### src/rtl/div_pkg.sv
// Shared types and widths for the 8-by-4 restoring divider.
package div_pkg;

    localparam int unsigned DVD_W    = 8;
    localparam int unsigned DVS_W    = 4;
    localparam int unsigned DIV_ITER = 8;
    localparam int unsigned CNT_W    = $clog2(DIV_ITER);

    typedef enum logic [1:0] {
        ST_INIT  = 2'd0,
        ST_LATCH = 2'd1,
        ST_CALC  = 2'd2,
        ST_DONE  = 2'd3
    } state_t;

endpackage

### src/rtl/divider_8by4_if.sv
// trig/done handshake plus operand and result bus of the divider.
// div_by_zero exists only when DIV_ZERO_DETECT_EN is defined.
interface divider_8by4_if;
    import div_pkg::*;

    logic             trig;
    logic [DVD_W-1:0] dividend;
    logic [DVS_W-1:0] divisor;
    logic             done;
    logic [DVD_W-1:0] quotient;
    logic [DVS_W-1:0] remainder;
`ifdef DIV_ZERO_DETECT_EN
    logic             div_by_zero;
`endif

    modport master (
        output trig, dividend, divisor,
`ifdef DIV_ZERO_DETECT_EN
        input  div_by_zero,
`endif
        input  done, quotient, remainder
    );

    modport slave (
        input  trig, dividend, divisor,
`ifdef DIV_ZERO_DETECT_EN
        output div_by_zero,
`endif
        output done, quotient, remainder
    );

endinterface

### src/rtl/div_state_machine.sv
// INIT/LATCH/CALC/DONE controller for the divider; DIV_ZERO_DETECT_EN adds
// the LATCH->DONE shortcut for a zero divisor.
module div_state_machine
    import div_pkg::*;
(
    input  logic             clk,
    input  logic             rst,
    input  logic             trig,
    input  logic [CNT_W-1:0] count,
`ifdef DIV_ZERO_DETECT_EN
    input  logic             dvs_zero,
`endif
    output state_t           state,
    output state_t           state_next_c
);

    always_ff @(posedge clk) begin
        if (!rst) state <= ST_INIT;
        else      state <= state_next_c;
    end

    always_comb begin
        state_next_c = state;
        unique case (state)
            ST_INIT:  if (trig) state_next_c = ST_LATCH;
`ifdef DIV_ZERO_DETECT_EN
            ST_LATCH: state_next_c = dvs_zero ? ST_DONE : ST_CALC;
`else
            ST_LATCH: state_next_c = ST_CALC;
`endif
            ST_CALC:  if (count == '0) state_next_c = ST_DONE;
            // Holding trig high in DONE must not retrigger.
            ST_DONE:  if (!trig) state_next_c = ST_INIT;
            default:  state_next_c = ST_INIT;
        endcase
    end

endmodule

### src/rtl/divider_8by4.sv
// Sequential restoring divider, 8-bit dividend / 4-bit divisor, one quotient
// bit per clock. Optional zero-divisor detection via DIV_ZERO_DETECT_EN.
module divider_8by4
    import div_pkg::*;
(
    input  logic           clk,
    input  logic           rst,
    divider_8by4_if.slave  bus
);

    state_t           state;
    state_t           state_next_c;
    logic [CNT_W-1:0] count;
    logic [DVS_W-1:0] dvs;
    logic [DVD_W-1:0] quo;
    logic [DVS_W-1:0] rem;
    logic             done_q;

    logic [DVS_W:0]   trial_c;
    logic [DVS_W-1:0] rem_sub_c;
    logic             borrow_c;

`ifdef DIV_ZERO_DETECT_EN
    logic dvs_zero_c;
    logic div_by_zero_q;
    assign dvs_zero_c      = (bus.divisor == '0);
    assign bus.div_by_zero = div_by_zero_q;
`endif

    div_state_machine u_sm (
        .clk          (clk),
        .rst          (rst),
        .trig         (bus.trig),
        .count        (count),
`ifdef DIV_ZERO_DETECT_EN
        .dvs_zero     (dvs_zero_c),
`endif
        .state        (state),
        .state_next_c (state_next_c)
    );

    // Shift in the next dividend bit and try to subtract the divisor.
    assign trial_c   = {rem, quo[DVD_W-1]};
    assign rem_sub_c = trial_c[DVS_W-1:0] - dvs;
    assign borrow_c  = (trial_c < {1'b0, dvs});

    always_ff @(posedge clk) begin
        if (!rst) begin
            count  <= '0;
            dvs    <= '0;
            quo    <= '0;
            rem    <= '0;
            done_q <= 1'b0;
`ifdef DIV_ZERO_DETECT_EN
            div_by_zero_q <= 1'b0;
`endif
        end else begin
            done_q <= (state_next_c == ST_DONE);
            unique case (state)
                ST_LATCH: begin
                    dvs   <= bus.divisor;
                    quo   <= bus.dividend;
                    rem   <= '0;
                    count <= CNT_W'(DIV_ITER - 1);
`ifdef DIV_ZERO_DETECT_EN
                    div_by_zero_q <= dvs_zero_c;
                    // Same result the undetected iteration would produce.
                    if (dvs_zero_c) begin
                        quo <= '1;
                        rem <= bus.dividend[DVS_W-1:0];
                    end
`endif
                end
                ST_CALC: begin
                    rem   <= borrow_c ? trial_c[DVS_W-1:0] : rem_sub_c;
                    quo   <= {quo[DVD_W-2:0], ~borrow_c};
                    count <= count - CNT_W'(1);
                end
                default: ;
            endcase
        end
    end

    assign bus.done      = done_q;
    assign bus.quotient  = quo;
    assign bus.remainder = rem;

endmodule

### src/flat_wrapper.sv
// flat-port wrapper written by rule: the top's interface ports become plain ports
module divider_8by4_flat import div_pkg::*;
  (clk, rst, bus_trig, bus_dividend, bus_divisor, bus_done, bus_quotient, bus_remainder);
  divider_8by4_if bus_i ();
  input  logic clk;
  input  logic rst;
  input wire logic [$bits(bus_i.trig)-1:0] bus_trig;
  input wire logic [$bits(bus_i.dividend)-1:0] bus_dividend;
  input wire logic [$bits(bus_i.divisor)-1:0] bus_divisor;
  output wire logic [$bits(bus_i.done)-1:0] bus_done;
  output wire logic [$bits(bus_i.quotient)-1:0] bus_quotient;
  output wire logic [$bits(bus_i.remainder)-1:0] bus_remainder;
  assign bus_i.trig = bus_trig;
  assign bus_i.dividend = bus_dividend;
  assign bus_i.divisor = bus_divisor;
  assign bus_done = bus_i.done;
  assign bus_quotient = bus_i.quotient;
  assign bus_remainder = bus_i.remainder;
  divider_8by4 u_core (.clk(clk), .rst(rst), .bus(bus_i));
endmodule
### config.mk
export PLATFORM = sky130hd
export DESIGN_NAME = divider_8by4_flat
export DESIGN_NICKNAME = d
export VERILOG_FILES = /design/src/rtl/div_pkg.sv /design/src/rtl/divider_8by4_if.sv /design/src/rtl/div_state_machine.sv /design/src/rtl/divider_8by4.sv /design/src/flat_wrapper.sv
export SDC_FILE = /design/constraint.sdc
export NUM_CORES = 1
export LEC_CHECK = 0
export BUFFER_PORTS_ARGS = -buffer_cell sky130_fd_sc_hd__clkbuf_2
export CAP_MARGIN = 20
export CORE_UTILIZATION = 52
export CTS_CLUSTER_DIAMETER = 80
export CTS_CLUSTER_SIZE = 20
export DETAILED_ROUTE_END_ITERATION = 16
export HOLD_SLACK_MARGIN = 0.15
export PLACE_DENSITY_LB_ADDON = 0.2
export SYNTH_ARGS = -nofsm -noshare
export SYNTH_HDL_FRONTEND = slang
export SYNTH_HIERARCHICAL = 1
export SYNTH_SLANG_ARGS = --single-unit
### constraint.sdc
create_clock -name clk -period 2.4 [get_ports clk]
set_input_delay 0.12 -clock clk [delete_from_list [all_inputs] [get_ports clk]]
set_output_delay 0.12 -clock clk [all_outputs]
set_load 0.01 [all_outputs]
==> flow_metrics.env <==
export IMPL_portBuffers=27
export IMPL_finalNonFillerCells=192
export IMPL_finalCritPeriodShare_pct=78.1
export IMPL_cp_end_kind="flip-flop"
export IMPL_clock_sink_count=22
export IMPL_num_vias=1047
export IMPL_crit_chain="inv_1 > ha_1 > clkinv_1 > o21ai_0 > a31oi_1"
export IMPL_syn_num_nets=151
export IMPL_ir_drop_v=0.000449
export IMPL_hp_class="primary input to flip-flop"
export IMPL_overflow=0
export IMPL_ys_warn_count=6
export IMPL_cts_path_max_buffers=2
export IMPL_finalWorstPathRequiredPeriod_ps=1870
export IMPL_whs_ps=154
export IMPL_min_to="u_core/bus.quotient[6]"
export IMPL_hold_start="bus_dividend[6]"
export IMPL_worst_slew_pin_slew_ps=431
export IMPL_core_area_sq_um=2190
export IMPL_cts_tree="done"
export IMPL_fin_skew_ps=3.34
export IMPL_r2r_end="u_core/count[1]"
export IMPL_final_cell_mix="clkbuf_2 (27), dfxtp_1 (22), inv_1 (12), dlygate4sd3_1 (11), mux2i_1 (11)"
export IMPL_grt_pass1_vias=995
export IMPL_vias_per_cell=5.45
export IMPL_r2r_start="u_core/u_sm/state[0]"
export IMPL_whs_path_depth=4
export IMPL_clock_latency_ps=310
export IMPL_cp_max_fo=18
export IMPL_critical_path_class="flip-flop to flip-flop"
export IMPL_relSlewSlack_pct=71.1
export IMPL_path_clk_slew_ps=120
export IMPL_synthCells=128
export IMPL_setup_viol=0
export IMPL_start_kind="flip-flop"
export IMPL_synth_cell_types=37
export IMPL_fin_nets=188
export IMPL_cp_slowest_cell="dfxtp_1"
export IMPL_ff2ff_setup_slack_ps=530
export IMPL_p_per_area_nw_per_um2=699
export IMPL_slew_viol_final=0
export IMPL_die_y_um=50.0
export IMPL_required_ps=2580
export IMPL_grt_max_degree=23
export IMPL_hold_violations=0
export IMPL_drc=0
export IMPL_leakage_uw=0.000691
export IMPL_cts_root_buf="clkbuf_4"
export IMPL_gp_congestion=0.815
export IMPL_h_tree_depth=1
export IMPL_track_usage_pct=22.0
export IMPL_r2r_cells=5
export IMPL_drt_iter0_drc=37
export IMPL_rsz0062_at_grt="false"
export IMPL_fmax_ghz=0.534
export IMPL_utilization_pct=67.8
export IMPL_antenna_found_initial=0
export IMPL_wl_um=2430
export IMPL_area_delta_synth_final_pct=24.3
export IMPL_ys_seq_elements=22
export IMPL_postCtsSetupBuffers=0
export IMPL_ant_nets=0
export IMPL_synth_area_sq_um=1200
export IMPL_grt_pass1_wl_um=4110
export IMPL_dpl_hpwl_um=1730
export IMPL_cts_buffers=3
export IMPL_placedCellCount=177
export IMPL_fp_dieW_um=50.0
export IMPL_cts_resized=0
export IMPL_dieArea_sq_um=2500
export IMPL_drtPass1Iterations=4
export IMPL_setup_tns_final_ps=0
export IMPL_num_io_pins=28
export IMPL_drive_above_1_share_pct=23.2
export IMPL_seq_area_frac_synth_pct=36.8
export IMPL_syn_area_per_cell_sq_um=9.34
export IMPL_arrival_ps=2060
export IMPL_wl_per_cell_um=12.7
export IMPL_rows=17
export IMPL_initial_core_util_pct=54.6
export IMPL_status="completed"
export IMPL_max_stage_delay_ps=450
export IMPL_layout_commonest_cell="clkbuf_2"
export IMPL_cap_violations=0
export IMPL_diodes=0
[area by class of cell]
| class | instances | area [sq um] |
|---|---|---|
| timing repair buffer | 39 | 253 |
| multi-input combinational | 86 | 673 |
| sequential | 22 | 440 |
| fill | 186 | 704 |
| inverter | 13 | 48.8 |
| clock buffer | 4 | 36.3 |
| tap | 28 | 35.0 |
[how the worst max path moves through the flow]
| stage | start | to | slack, ps | cells after the start |
|---|---|---|---|---|
| finish | u_core/u_sm/state[0] | u_core/count[1] | 530 | 5 |
| global route | u_core/u_sm/state[0] | u_core/count[0] | 270 | 5 |
| CTS | u_core/u_sm/state[0] | u_core/count[1] | 530 | 5 |
| detailed placement | u_core/u_sm/state[0] | u_core/count[1] | 550 | 5 |
| global placement | u_core/dvs[3] | u_core/bus.remainder[0] | 610 | 6 |
| floorplan | u_core/u_sm/state[0] | u_core/bus.quotient[6] | 650 | 6 |
[sequential cells by signal (all words and copies together) (netlist names)]
signal	count
u_core/u_sm/state	2
u_core/bus.remainder	4
u_core/bus.quotient	8
u_core/bus.done	1
u_core/dvs	4
u_core/count	3
[timing repair]
action | CTS | global route
endpoints found under the hold margin | 11 | 0
hold buffers | 11 | 0
endpoints found under the setup margin | 0 | 0
[cell families (layout without fill, tap and decap cells)]
kind of cell    after synthesis  after routing  share of synthesized area, %
compound gates               34             34                          22.4
xor+xnor                      1              1                         0.732
fa+ha+maj                     8              8                          9.00
buf+inv                      20             56                          6.90
flops                        22             22                          36.8
mux                          11             11                          9.21
simple gates                 32             32                          15.0
[routing by layer]
metal / wire length, um / up-vias / GRT usage (%) / part of all wire [%]
met3: 110 / 5 / 2.78 / 4.5
met1: 1070 / 478 / 24.9 / 44
met2: 1210 / 35 / 39.2 / 50
met4: 45 / 0 / 12.4 / 1.9
met5: 0 / - / 0 / 0
li1: - / 529 / - / -
[power breakdown]
part	internal [uW]	leakage, uW	total (uW)	switching, uW
Clock	92.7	0.0000210	201	108
Sequential	423	0.000181	473	50.0
Combinational	176	0.000489	366	190
[cell usage after synthesis (all sizes together)]
master   n  share of area, %
nand2b   2               1.3
a211oi   1              0.63
a32oi    2               1.5
a21boi   3               1.9
ha       7               7.3
nand3    4               1.7
a21oi    3               1.3
a21o     2               1.4
and3     1              0.52
nor3     1              0.42
mux2i   11               9.2
o211ai   2               1.3
dfxtp   22                37
or2      2               1.0
nor2     6               1.9
fa       1               1.7
buf      2               1.3
clkbuf   5               1.6
o211a    8               6.7
a31oi    3               1.6
o21ai    5               2.1
xnor2    1              0.73
nand2    7               2.2
and2     1              0.52
a311oi   1               1.3
inv     12               3.8
nor2b    6               3.1
o31ai    1              0.63
a22oi    1              0.63
clkinv   1              0.31
or4b     2               2.3
a32o     2               1.7
[stage by stage]
step	worst slack, ps	total power, uW	area (sq um)
6_report	526	1040	1490
3_3_place_gp	612	816	1340
4_1_cts	527	1050	1490
3_5_place_dp	548	831	1340
5_1_grt	274	1120	1490
2_1_floorplan	654	731	1200
[critical path: cells and delay by family, from the launching register on]
family | cells | cell delay, ps
flip-flops | 1 | 450
adder cells (fa/ha/maj) | 1 | 440
AO/OA/AOI/OAI | 2 | 360
buffers and inverters | 2 | 500
(Power assumes the default switching activity.)
